--- config.mk ---
export PLATFORM = sky130hd
export DESIGN_NAME = instr_encoder
export DESIGN_NICKNAME = d
export VERILOG_FILES = /design/src/rtl/instr_encoder_pkg.sv /design/src/rtl/instr_encoder_enc_word.sv /design/src/rtl/instr_encoder.sv
export SDC_FILE = /design/constraint.sdc
export NUM_CORES = 1
export LEC_CHECK = 0
export ABC_AREA = 1
export BUFFER_PORTS_ARGS = -buffer_cell sky130_fd_sc_hd__buf_2
export CAP_MARGIN = 40
export CORE_MARGIN = 2
export CORE_UTILIZATION = 48
export DETAILED_ROUTE_END_ITERATION = 8
export GPL_ROUTABILITY_DRIVEN = 0
export PLACE_DENSITY_LB_ADDON = 0.1
export SYNTH_ARGS = -nofsm -noshare
export SYNTH_HDL_FRONTEND = slang
export SYNTH_SLANG_ARGS = --single-unit
--- constraint.sdc ---
create_clock -name clk -period 3.5 [get_ports clk]
set_input_delay 0.7 -clock clk [delete_from_list [all_inputs] [get_ports clk]]
set_output_delay 0.7 -clock clk [all_outputs]
set_load 0.01 [all_outputs]
--- src/rtl/instr_encoder_pkg.sv ---
// Shared constants for the MIPS instruction encoder:
// primary opcodes, function codes, regimm codes and mnemonic ids.
package instr_encoder_pkg;

  typedef enum logic [1:0] {
    IDLE,
    EMIT,
    LI2
  } state_t;

  // primary opcodes
  localparam logic [5:0] OP_SPECIAL = 6'h00;
  localparam logic [5:0] OP_REGIMM  = 6'h01;
  localparam logic [5:0] OP_J       = 6'h02;
  localparam logic [5:0] OP_JAL     = 6'h03;
  localparam logic [5:0] OP_BEQ     = 6'h04;
  localparam logic [5:0] OP_BNE     = 6'h05;
  localparam logic [5:0] OP_BLEZ    = 6'h06;
  localparam logic [5:0] OP_BGTZ    = 6'h07;
  localparam logic [5:0] OP_ADDI    = 6'h08;
  localparam logic [5:0] OP_ADDIU   = 6'h09;
  localparam logic [5:0] OP_SLTI    = 6'h0A;
  localparam logic [5:0] OP_SLTIU   = 6'h0B;
  localparam logic [5:0] OP_ANDI    = 6'h0C;
  localparam logic [5:0] OP_ORI     = 6'h0D;
  localparam logic [5:0] OP_XORI    = 6'h0E;
  localparam logic [5:0] OP_LUI     = 6'h0F;
  localparam logic [5:0] OP_LB      = 6'h20;
  localparam logic [5:0] OP_LH      = 6'h21;
  localparam logic [5:0] OP_LW      = 6'h23;
  localparam logic [5:0] OP_LBU     = 6'h24;
  localparam logic [5:0] OP_LHU     = 6'h25;
  localparam logic [5:0] OP_SB      = 6'h28;
  localparam logic [5:0] OP_SH      = 6'h29;
  localparam logic [5:0] OP_SW      = 6'h2B;

  // function codes
  localparam logic [5:0] F_SLL   = 6'h00;
  localparam logic [5:0] F_SRL   = 6'h02;
  localparam logic [5:0] F_SRA   = 6'h03;
  localparam logic [5:0] F_SLLV  = 6'h04;
  localparam logic [5:0] F_SRLV  = 6'h06;
  localparam logic [5:0] F_SRAV  = 6'h07;
  localparam logic [5:0] F_JR    = 6'h08;
  localparam logic [5:0] F_JALR  = 6'h09;
  localparam logic [5:0] F_MOVZ  = 6'h0A;
  localparam logic [5:0] F_MOVN  = 6'h0B;
  localparam logic [5:0] F_MFHI  = 6'h10;
  localparam logic [5:0] F_MTHI  = 6'h11;
  localparam logic [5:0] F_MFLO  = 6'h12;
  localparam logic [5:0] F_MTLO  = 6'h13;
  localparam logic [5:0] F_MULT  = 6'h18;
  localparam logic [5:0] F_MULTU = 6'h19;
  localparam logic [5:0] F_DIV   = 6'h1A;
  localparam logic [5:0] F_DIVU  = 6'h1B;
  localparam logic [5:0] F_ADD   = 6'h20;
  localparam logic [5:0] F_ADDU  = 6'h21;
  localparam logic [5:0] F_SUB   = 6'h22;
  localparam logic [5:0] F_SUBU  = 6'h23;
  localparam logic [5:0] F_AND   = 6'h24;
  localparam logic [5:0] F_OR    = 6'h25;
  localparam logic [5:0] F_XOR   = 6'h26;
  localparam logic [5:0] F_NOR   = 6'h27;
  localparam logic [5:0] F_SLT   = 6'h2A;
  localparam logic [5:0] F_SLTU  = 6'h2B;

  // regimm rt codes
  localparam logic [4:0] RT_BLTZ = 5'h00;
  localparam logic [4:0] RT_BGEZ = 5'h01;

  // mnemonic ids
  localparam logic [5:0] MN_NOP   = 6'd0;
  localparam logic [5:0] MN_ADD   = 6'd1;
  localparam logic [5:0] MN_ADDU  = 6'd2;
  localparam logic [5:0] MN_SUB   = 6'd3;
  localparam logic [5:0] MN_SUBU  = 6'd4;
  localparam logic [5:0] MN_AND   = 6'd5;
  localparam logic [5:0] MN_OR    = 6'd6;
  localparam logic [5:0] MN_XOR   = 6'd7;
  localparam logic [5:0] MN_NOR   = 6'd8;
  localparam logic [5:0] MN_SLT   = 6'd9;
  localparam logic [5:0] MN_SLTU  = 6'd10;
  localparam logic [5:0] MN_SLL   = 6'd11;
  localparam logic [5:0] MN_SRL   = 6'd12;
  localparam logic [5:0] MN_SRA   = 6'd13;
  localparam logic [5:0] MN_SLLV  = 6'd14;
  localparam logic [5:0] MN_SRLV  = 6'd15;
  localparam logic [5:0] MN_SRAV  = 6'd16;
  localparam logic [5:0] MN_JR    = 6'd17;
  localparam logic [5:0] MN_JALR  = 6'd18;
  localparam logic [5:0] MN_MOVZ  = 6'd19;
  localparam logic [5:0] MN_MOVN  = 6'd20;
  localparam logic [5:0] MN_MULT  = 6'd21;
  localparam logic [5:0] MN_MULTU = 6'd22;
  localparam logic [5:0] MN_DIV   = 6'd23;
  localparam logic [5:0] MN_DIVU  = 6'd24;
  localparam logic [5:0] MN_MFHI  = 6'd25;
  localparam logic [5:0] MN_MFLO  = 6'd26;
  localparam logic [5:0] MN_MTHI  = 6'd27;
  localparam logic [5:0] MN_MTLO  = 6'd28;
  localparam logic [5:0] MN_ADDI  = 6'd29;
  localparam logic [5:0] MN_ADDIU = 6'd30;
  localparam logic [5:0] MN_ANDI  = 6'd31;
  localparam logic [5:0] MN_ORI   = 6'd32;
  localparam logic [5:0] MN_XORI  = 6'd33;
  localparam logic [5:0] MN_SLTI  = 6'd34;
  localparam logic [5:0] MN_SLTIU = 6'd35;
  localparam logic [5:0] MN_LUI   = 6'd36;
  localparam logic [5:0] MN_LB    = 6'd37;
  localparam logic [5:0] MN_LBU   = 6'd38;
  localparam logic [5:0] MN_LH    = 6'd39;
  localparam logic [5:0] MN_LHU   = 6'd40;
  localparam logic [5:0] MN_LW    = 6'd41;
  localparam logic [5:0] MN_SB    = 6'd42;
  localparam logic [5:0] MN_SH    = 6'd43;
  localparam logic [5:0] MN_SW    = 6'd44;
  localparam logic [5:0] MN_BEQ   = 6'd45;
  localparam logic [5:0] MN_BNE   = 6'd46;
  localparam logic [5:0] MN_BLEZ  = 6'd47;
  localparam logic [5:0] MN_BGTZ  = 6'd48;
  localparam logic [5:0] MN_BLTZ  = 6'd49;
  localparam logic [5:0] MN_BGEZ  = 6'd50;
  localparam logic [5:0] MN_J     = 6'd51;
  localparam logic [5:0] MN_JAL   = 6'd52;
  localparam logic [5:0] MN_LI    = 6'd53;

endpackage

--- src/rtl/instr_encoder_enc_word.sv ---
// Combinational mnemonic-to-machine-word encoder.
// li yields a lui/ori pair; unknown ids flag illegal.
module enc_word
  import instr_encoder_pkg::*;
(
  input  logic [5:0]  mnem,
  input  logic [4:0]  rs,
  input  logic [4:0]  rt,
  input  logic [4:0]  rd,
  input  logic [4:0]  shamt,
  input  logic [31:0] imm,
  output logic [31:0] word0,
  output logic [31:0] word1,
  output logic        two_words,
  output logic        illegal
);

  logic [31:0] rw;
  logic [31:0] iw;
  logic [31:0] jw;

  assign rw = {6'd0, rs, rt, rd, shamt, 6'd0};
  assign iw = {6'd0, rs, rt, imm[15:0]};
  assign jw = {6'd0, imm[27:2]};

  // select the word template and merge the op/func code
  always_comb begin
    word0     = '0;
    word1     = '0;
    two_words = 1'b0;
    illegal   = 1'b0;
    unique case (mnem)
      MN_NOP:   word0 = '0;
      MN_ADD:   word0 = rw | {26'd0, F_ADD};
      MN_ADDU:  word0 = rw | {26'd0, F_ADDU};
      MN_SUB:   word0 = rw | {26'd0, F_SUB};
      MN_SUBU:  word0 = rw | {26'd0, F_SUBU};
      MN_AND:   word0 = rw | {26'd0, F_AND};
      MN_OR:    word0 = rw | {26'd0, F_OR};
      MN_XOR:   word0 = rw | {26'd0, F_XOR};
      MN_NOR:   word0 = rw | {26'd0, F_NOR};
      MN_SLT:   word0 = rw | {26'd0, F_SLT};
      MN_SLTU:  word0 = rw | {26'd0, F_SLTU};
      MN_SLL:   word0 = rw | {26'd0, F_SLL};
      MN_SRL:   word0 = rw | {26'd0, F_SRL};
      MN_SRA:   word0 = rw | {26'd0, F_SRA};
      MN_SLLV:  word0 = rw | {26'd0, F_SLLV};
      MN_SRLV:  word0 = rw | {26'd0, F_SRLV};
      MN_SRAV:  word0 = rw | {26'd0, F_SRAV};
      MN_JR:    word0 = rw | {26'd0, F_JR};
      MN_JALR:  word0 = rw | {26'd0, F_JALR};
      MN_MOVZ:  word0 = rw | {26'd0, F_MOVZ};
      MN_MOVN:  word0 = rw | {26'd0, F_MOVN};
      MN_MULT:  word0 = rw | {26'd0, F_MULT};
      MN_MULTU: word0 = rw | {26'd0, F_MULTU};
      MN_DIV:   word0 = rw | {26'd0, F_DIV};
      MN_DIVU:  word0 = rw | {26'd0, F_DIVU};
      MN_MFHI:  word0 = rw | {26'd0, F_MFHI};
      MN_MFLO:  word0 = rw | {26'd0, F_MFLO};
      MN_MTHI:  word0 = rw | {26'd0, F_MTHI};
      MN_MTLO:  word0 = rw | {26'd0, F_MTLO};
      MN_ADDI:  word0 = iw | {OP_ADDI, 26'd0};
      MN_ADDIU: word0 = iw | {OP_ADDIU, 26'd0};
      MN_ANDI:  word0 = iw | {OP_ANDI, 26'd0};
      MN_ORI:   word0 = iw | {OP_ORI, 26'd0};
      MN_XORI:  word0 = iw | {OP_XORI, 26'd0};
      MN_SLTI:  word0 = iw | {OP_SLTI, 26'd0};
      MN_SLTIU: word0 = iw | {OP_SLTIU, 26'd0};
      MN_LUI:   word0 = iw | {OP_LUI, 26'd0};
      MN_LB:    word0 = iw | {OP_LB, 26'd0};
      MN_LBU:   word0 = iw | {OP_LBU, 26'd0};
      MN_LH:    word0 = iw | {OP_LH, 26'd0};
      MN_LHU:   word0 = iw | {OP_LHU, 26'd0};
      MN_LW:    word0 = iw | {OP_LW, 26'd0};
      MN_SB:    word0 = iw | {OP_SB, 26'd0};
      MN_SH:    word0 = iw | {OP_SH, 26'd0};
      MN_SW:    word0 = iw | {OP_SW, 26'd0};
      MN_BEQ:   word0 = iw | {OP_BEQ, 26'd0};
      MN_BNE:   word0 = iw | {OP_BNE, 26'd0};
      MN_BLEZ:  word0 = iw | {OP_BLEZ, 26'd0};
      MN_BGTZ:  word0 = iw | {OP_BGTZ, 26'd0};
      MN_BLTZ:  word0 = {OP_REGIMM, rs, RT_BLTZ, imm[15:0]};
      MN_BGEZ:  word0 = {OP_REGIMM, rs, RT_BGEZ, imm[15:0]};
      MN_J:     word0 = jw | {OP_J, 26'd0};
      MN_JAL:   word0 = jw | {OP_JAL, 26'd0};
      MN_LI: begin
        word0     = {OP_LUI, 5'd0, rt, imm[31:16]};
        word1     = {OP_ORI, rt, rt, imm[15:0]};
        two_words = 1'b1;
      end
      default:  illegal = 1'b1;
    endcase
  end

endmodule

--- src/rtl/instr_encoder.sv ---
// Streams encoded instructions into instruction memory.
// Holds the li pending word, the word counter and the write port.
module instr_encoder
  import instr_encoder_pkg::*;
#(
  parameter logic [31:0] BASE_ADDR = 32'h0000_3000,
  parameter int          IM_DEPTH  = 4096,
  parameter int          CNT_W     = 13
) (
  input  logic             clk,
  input  logic             reset,
  input  logic             req_valid,
  output logic             req_ready,
  input  logic [5:0]       req_mnem,
  input  logic [4:0]       req_rs,
  input  logic [4:0]       req_rt,
  input  logic [4:0]       req_rd,
  input  logic [4:0]       req_shamt,
  input  logic [31:0]      req_imm,
  output logic             im_we,
  output logic [31:0]      im_addr,
  output logic [31:0]      im_wdata,
  output logic [CNT_W-1:0] count,
  output logic             full,
  output logic             err
);

  localparam logic [CNT_W-1:0] DEPTH_C = CNT_W'(IM_DEPTH);
  localparam logic [CNT_W-1:0] ONE     = CNT_W'(1);

  state_t      state;
  logic [31:0] pend;
  logic [31:0] w0;
  logic [31:0] w1;
  logic        two;
  logic        ill;
  logic        accept;
  logic        li_room;
  logic        bad;
  logic [CNT_W-1:0] cnt_inc;
  logic [31:0] addr_nxt;

  enc_word u_enc (
    .mnem      (req_mnem),
    .rs        (req_rs),
    .rt        (req_rt),
    .rd        (req_rd),
    .shamt     (req_shamt),
    .imm       (req_imm),
    .word0     (w0),
    .word1     (w1),
    .two_words (two),
    .illegal   (ill)
  );

  // count already includes the word on the port, so this
  // leaves no room for an overrun
  assign req_ready = (state != LI2) && (count < DEPTH_C);
  assign accept    = req_valid & req_ready;
  assign li_room   = count < (DEPTH_C - ONE);
  assign bad       = ill || (two && !li_room);
  assign cnt_inc   = full ? count : count + ONE;
  assign addr_nxt  = BASE_ADDR + (32'(count) << 2);
  assign full      = count == DEPTH_C;

  // FSM, pending ori, counter and registered write port
  always_ff @(posedge clk or posedge reset) begin
    if (reset) begin
      state    <= IDLE;
      pend     <= '0;
      im_we    <= 1'b0;
      im_addr  <= BASE_ADDR;
      im_wdata <= '0;
      count    <= '0;
      err      <= 1'b0;
    end else if (state == LI2) begin
      im_we    <= 1'b1;
      im_addr  <= addr_nxt;
      im_wdata <= pend;
      count    <= cnt_inc;
      state    <= EMIT;
    end else if (accept && bad) begin
      err   <= 1'b1;
      im_we <= 1'b0;
      state <= IDLE;
    end else if (accept) begin
      im_we    <= 1'b1;
      im_addr  <= addr_nxt;
      im_wdata <= w0;
      count    <= cnt_inc;
      if (two) begin
        pend  <= w1;
        state <= LI2;
      end else begin
        state <= EMIT;
      end
    end else begin
      im_we <= 1'b0;
      state <= IDLE;
    end
  end

endmodule

[Word level (Yosys, flattened, before mapping)]
Cells that the tools add are included.
Storage, ports and cells
  flip-flop bits (word level): 113
  bits of input ports: 61
  output and inout port bits: 81
  word-level logic and storage cells: 103
Cells by class
  $add $sub $neg: 2
  $lt $le $gt $ge: 2
  equality and inequality tests: 57
  multiplexer cells: 21
  bitwise operators: 3
  reductions and logical operators: 11
Operator list (count)
  32-bit case mux with 53 select lines: 1
  32-bit 2-to-1 mux: 6
  6-bit == test, second input constant: 22
  6-bit by 5-bit == test with 1-bit output, second input constant: 16
  54-bit OR reduction: 1
  13-bit 2-to-1 mux: 4
  6-bit by 4-bit == test with 1-bit output, second input constant: 8
  30-bit 2-to-1 mux: 1
  6-bit by 3-bit == test with 1-bit output, second input constant: 4
  14-bit by 15-bit adder with 16-bit output, first input constant: 1
  13-bit by 1-bit adder with 13-bit output, second input constant: 1
  13-bit == test, second input constant: 1
  13-bit by 12-bit < comparator with 1-bit output, second input constant: 1
  13-bit < comparator, second input constant: 1
  6-bit by 2-bit == test with 1-bit output, second input constant: 2
  2-bit 2-to-1 mux: 4
  6-bit by 1-bit == test with 1-bit output, second input constant: 1
  6-bit zero test: 1
  1-bit 2-to-1 mux: 5
  2-bit != test, second input constant: 2
  2-bit AND reduction: 2
  4-bit AND reduction: 1
  1-bit logical AND: 3
  2-bit == test, second input constant: 1
  5 further kinds: 6

[Logic depth before layout (Yosys ltp)]
  depth after elaboration: 7
  gate-level depth with buffers: 18
  gate-level depth less buffers: 16

[Hierarchy]
A second synthesis with hierarchy kept.
Second synthesis, totals
  cell total of the unflattened synthesis: 1658
  area total of the unflattened synthesis: 9243.9 um^2
Modules (own cells, without submodules)
  instr_encoder: times used 1, cells each 601, area an instance 4793.3 um^2, sequential area each 2379.8 um^2
  enc_word: times used 1, cells each 1057, area an instance 4450.5 um^2, sequential area each 0.0 um^2

[Worst setup path before layout]
Ideal clock, no wire load.
  path type: input port to flip-flop
  from: input port req_mnem[3]
  to: register im_wdata[13]
  library setup time: 116 ps
  arrival: 2343 ps
  data required time: 3384 ps
  slack: 1040 ps
  stages on the path: 16
  path buffers: 3
  path through: buf_2 > inv_2 > nand2_2 > nor2_2 > nand2_1 > nand2_1 > nor2_1 > nand2_1 > nor2_1 > nand2_1 > nand3_4 > nand2_2 > buf_4 > buf_4 > nand2_1 > nand2_1
On the way
  cells in the longest elaborated chain, start to end: 7
  elaborated cells on any way between the ends: 66
  classes of those cells: 54 x eq/ne; 6 x mux; 6 x reduce/logical
Ends and longest elaborated chain
  start: declaration: RTL line instr_encoder.sv:14  | input logic [5:0] req_mnem,
  6-bit by 1-bit == test with 1-bit output, or another cell as far along: RTL line instr_encoder_enc_word.sv:32  | unique case (mnem)
  54-bit OR reduction (no line) or 1-bit 2-to-1 mux (tied branches)
  1-bit 2-to-1 mux or 1-bit logical AND (tied branches): RTL line instr_encoder_enc_word.sv:32, instr_encoder.sv:61
  1-bit logical OR: RTL line instr_encoder.sv:61  | assign bad = ill || (two && !li_room);
  1-bit logical AND: RTL line instr_encoder.sv:82  | end else if (accept && bad) begin
  2-bit != test (no line)
  2-bit AND reduction (no line)
  end signal: assignment: RTL line instr_encoder.sv:79  | im_wdata <= pend;
  end signal: assignment: RTL line instr_encoder.sv:89  | im_wdata <= w0;
  end: declaration: RTL line instr_encoder.sv:22  | output logic [31:0] im_wdata,
Parallel ways exist; a longest one is shown, timed or not. The select of a mux whose other input is x is not followed.
A chain may end at the register's enable or synchronous reset.

[Final worst setup path]
  from: input port req_mnem[5]
  to: register im_wdata[14]
Same word-level chain as after synthesis.

==> flow_summary.toml <==
[setup_path]
crit_path_max_incr_delay_ps = 600
end_kind = "register"
cp_cell_sequence = "buf_2 -> inv_2 -> nor2_4 -> buf_12 -> nand3_1 -> nor2_1 -> nor2_1 -> nand2_1 -> nor2_1 -> nand2_1 -> nor2_1 -> nand2_1 -> nand2_1 -> nand2_1 -> nand2_1 -> nand2_1"
cp.required_ps = 3780
cp_max_fo = 124
startpoint = "req_mnem[5]"
criticalPathCategory = "in2reg"
crit_arrival_ps = 3270
cp_common_cell = "nand2_1"
crit_slowest_cell = "nand3_1"
worstReg2RegStart = "count[10]"
cp-start-kind = "input port"

[power]
fin_total_pwr_uw = 3533
pwr_density_cell_mw_per_mm2 = 271.1
ir_worst_vdd_mv = 0.3446
p_leak_uw = 0.007616

[drt]
wl_um = 43210
ant_nets = 0
drt-pass1-iter-count = 6
first_iter_violations = 2046
routed_via_density = 5.592
post_drt_wl_per_cell_um = 15.91
vias = 15190
drc = 0

[timing]
max-slew-margin-rel_pct = 45.97
fmax_mhz = 334.8
tightest_slew_ps = 809.6
layout_worst_path_cycle_share_pct = 85.33
finalHoldViolations = 0
rsz0062_at_grt = "false"
setup_viol = 0
finalMaxSlewViolations = 0
tns_ps = 0
period_minus_slack_ps = 2987
hold_ws_ps = 470.1
clock_skew_ps = 7.293

[logic_synthesis]
synth.mux.area_fraction_pct = 0
async_reset_ff_share_pct = 100.0
avgSynthCellArea_um2 = 5.062
ys_warn_count = 0
synth-simple-area-share_pct = 58.84
synth_edf_count = 0
synthesis.area_mm2 = 0.01214
synth-compound-area-share_pct = 7.367
synth-main-ff-cell = "dfrtp_1"
synth-xor-area-share_pct = 0.8655
synthDistinctLibCells = 36
synth_cells = 2399
ys_seq_area_share_pct = 17.33
synth_fa_ha_area_share_pct = 0.5152
ys_ff_latch = 84
synth_top_family_by_area = "simple AND/OR/NAND/NOR gates"

[global_route]
grt_max_degree = 125
antenna_found_initial = 1
overflow = 0
grt_pass1_wl_um = 68670
grt_use_total_pct = 31.94
grt_pass1_vias = 13060

[place]
io_buffers = 122
dp_hpwl_um = 29930

[layout]
syn2layout_area_growth_pct = 7.306
final_nets = 2446
final_layout_size_suffix_gt1_share_pct = 10.36
final_common_cell = "nand2_1"
n_fill_cell = 2740
final_cell_mix = "nand2_1 (753), nand3_1 (503), nor2_1 (360)"

[clocking]
cts_resized = 0
cts_setup_buffers = 0
cts_root_buf = "clkbuf_16"
clk_path_buf_depth = 2
htree_levels = 3
tritoncts = "built"
cts_buffers = 9
clock_latency_ps = 340
cts.clk_slew.worst_paths_ps = 60
hold_buffers = 0
cts_sinks = 84

[die]
die_h_um = 163.1
ios = 142
core_mm2 = 0.02504
die-area_mm2 = 0.02659
die_w_um = 163.1
rows = 58
start_util_pct = 48.50

[status]
status = "finished, final reports clean"

[hold_path]
hold_start = "pend[15]"
hold_class = "reg2reg"

[job]
drv_cap = 0
## cell usage after synthesis, types with 20 or more instances
master / count / share of area (%)
nand2_1: 753 / 23
nand3_1: 503 / 21
nor2_1: 369 / 11
inv_1: 192 / 5.9
clkbuf_1: 148 / 4.6
dfrtp_1: 82 / 17
a21oi_1: 76 / 3.1
o21ai_0: 59 / 2.4
buf_4: 36 / 2.2
buf_2: 27 / 1.1
nand4_1: 21 / 1.1
buf_1: 20 / 0.62
## sequential cells by signal, summed over array words and instances (netlist names)
| register | cells |
|---|---|
| count | 13 |
| err | 1 |
| im_addr | 14 |
| im_wdata | 31 |
| im_we | 1 |
| pend | 22 |
| state | 2 |
## stage by stage
stage	cells	util (%)	instance area (um2)	worst slack, ps
2_1_floorplan	2417	-	12210	638.2
3_3_place_gp	2698	50.79	12720	188.6
3_5_place_dp	2699	50.82	12720	213.3
4_1_cts	2715	52.03	13030	574.8
5_1_grt	2715	52.03	13030	236.5
6_report	2716	52.04	13030	513.4
## layout make-up
cell class                      instances  area [um2]  share of cell area (%)
Timing Repair Buffer                  185        1121                   8.604
Multi-Input combinational cell       1895        8315                   63.82
Clock inverter                          5       60.06                  0.4609
Antenna cell                            1       2.502                 0.01920
Sequential cell                        84        2105                   16.15
Inverter                              205       770.7                   5.915
Clock buffer                           11       242.7                   1.863
Tap cell                              330       412.9                   3.169
## critical path, delay by kind of cell
kind / cells / cell delay [ps]
buf+inv: 3 / 650
simple gates: 13 / 1910
## power breakdown
| group | internal, uW | switching, uW | total [uW] |
|---|---|---|---|
| logic | 390 | 896 | 1290 |
| clock network | 575 | 393 | 968 |
| registers | 1160 | 123 | 1280 |
## cell families (layout without fill, tap and decap cells)
family | after synthesis | after routing
compound gates | 168 | 168
xor+xnor | 12 | 12
fa+ha+maj | 5 | 5
buf+inv | 438 | 406
flops | 84 | 84
other cells | 1 | 20
simple gates | 1691 | 1691
## path summary, 6_finish.rpt
kind                                     end  slack, ps  depth (start not counted)
worst max register to register      count[4]        870                         10
worst max-delay path            im_wdata[14]        510                         16
min in group asynchronous        im_wdata[8]        490                          2
worst min register to register      pend[15]        470                          2
max in group asynchronous        im_addr[13]       2280                          3
worst min-delay path                pend[15]        470                          2
## per-layer routing
layer / vias up / part of all wire, % / global-route usage [%]
li1: 7501 / - / -
met1: 6793 / 42 / 42.36
met2: 747 / 45 / 51.56
met3: 146 / 8.9 / 3.860
met4: 0 / 4.4 / 15.49
met5: - / 0 / 0
(Power assumes the default switching activity.)
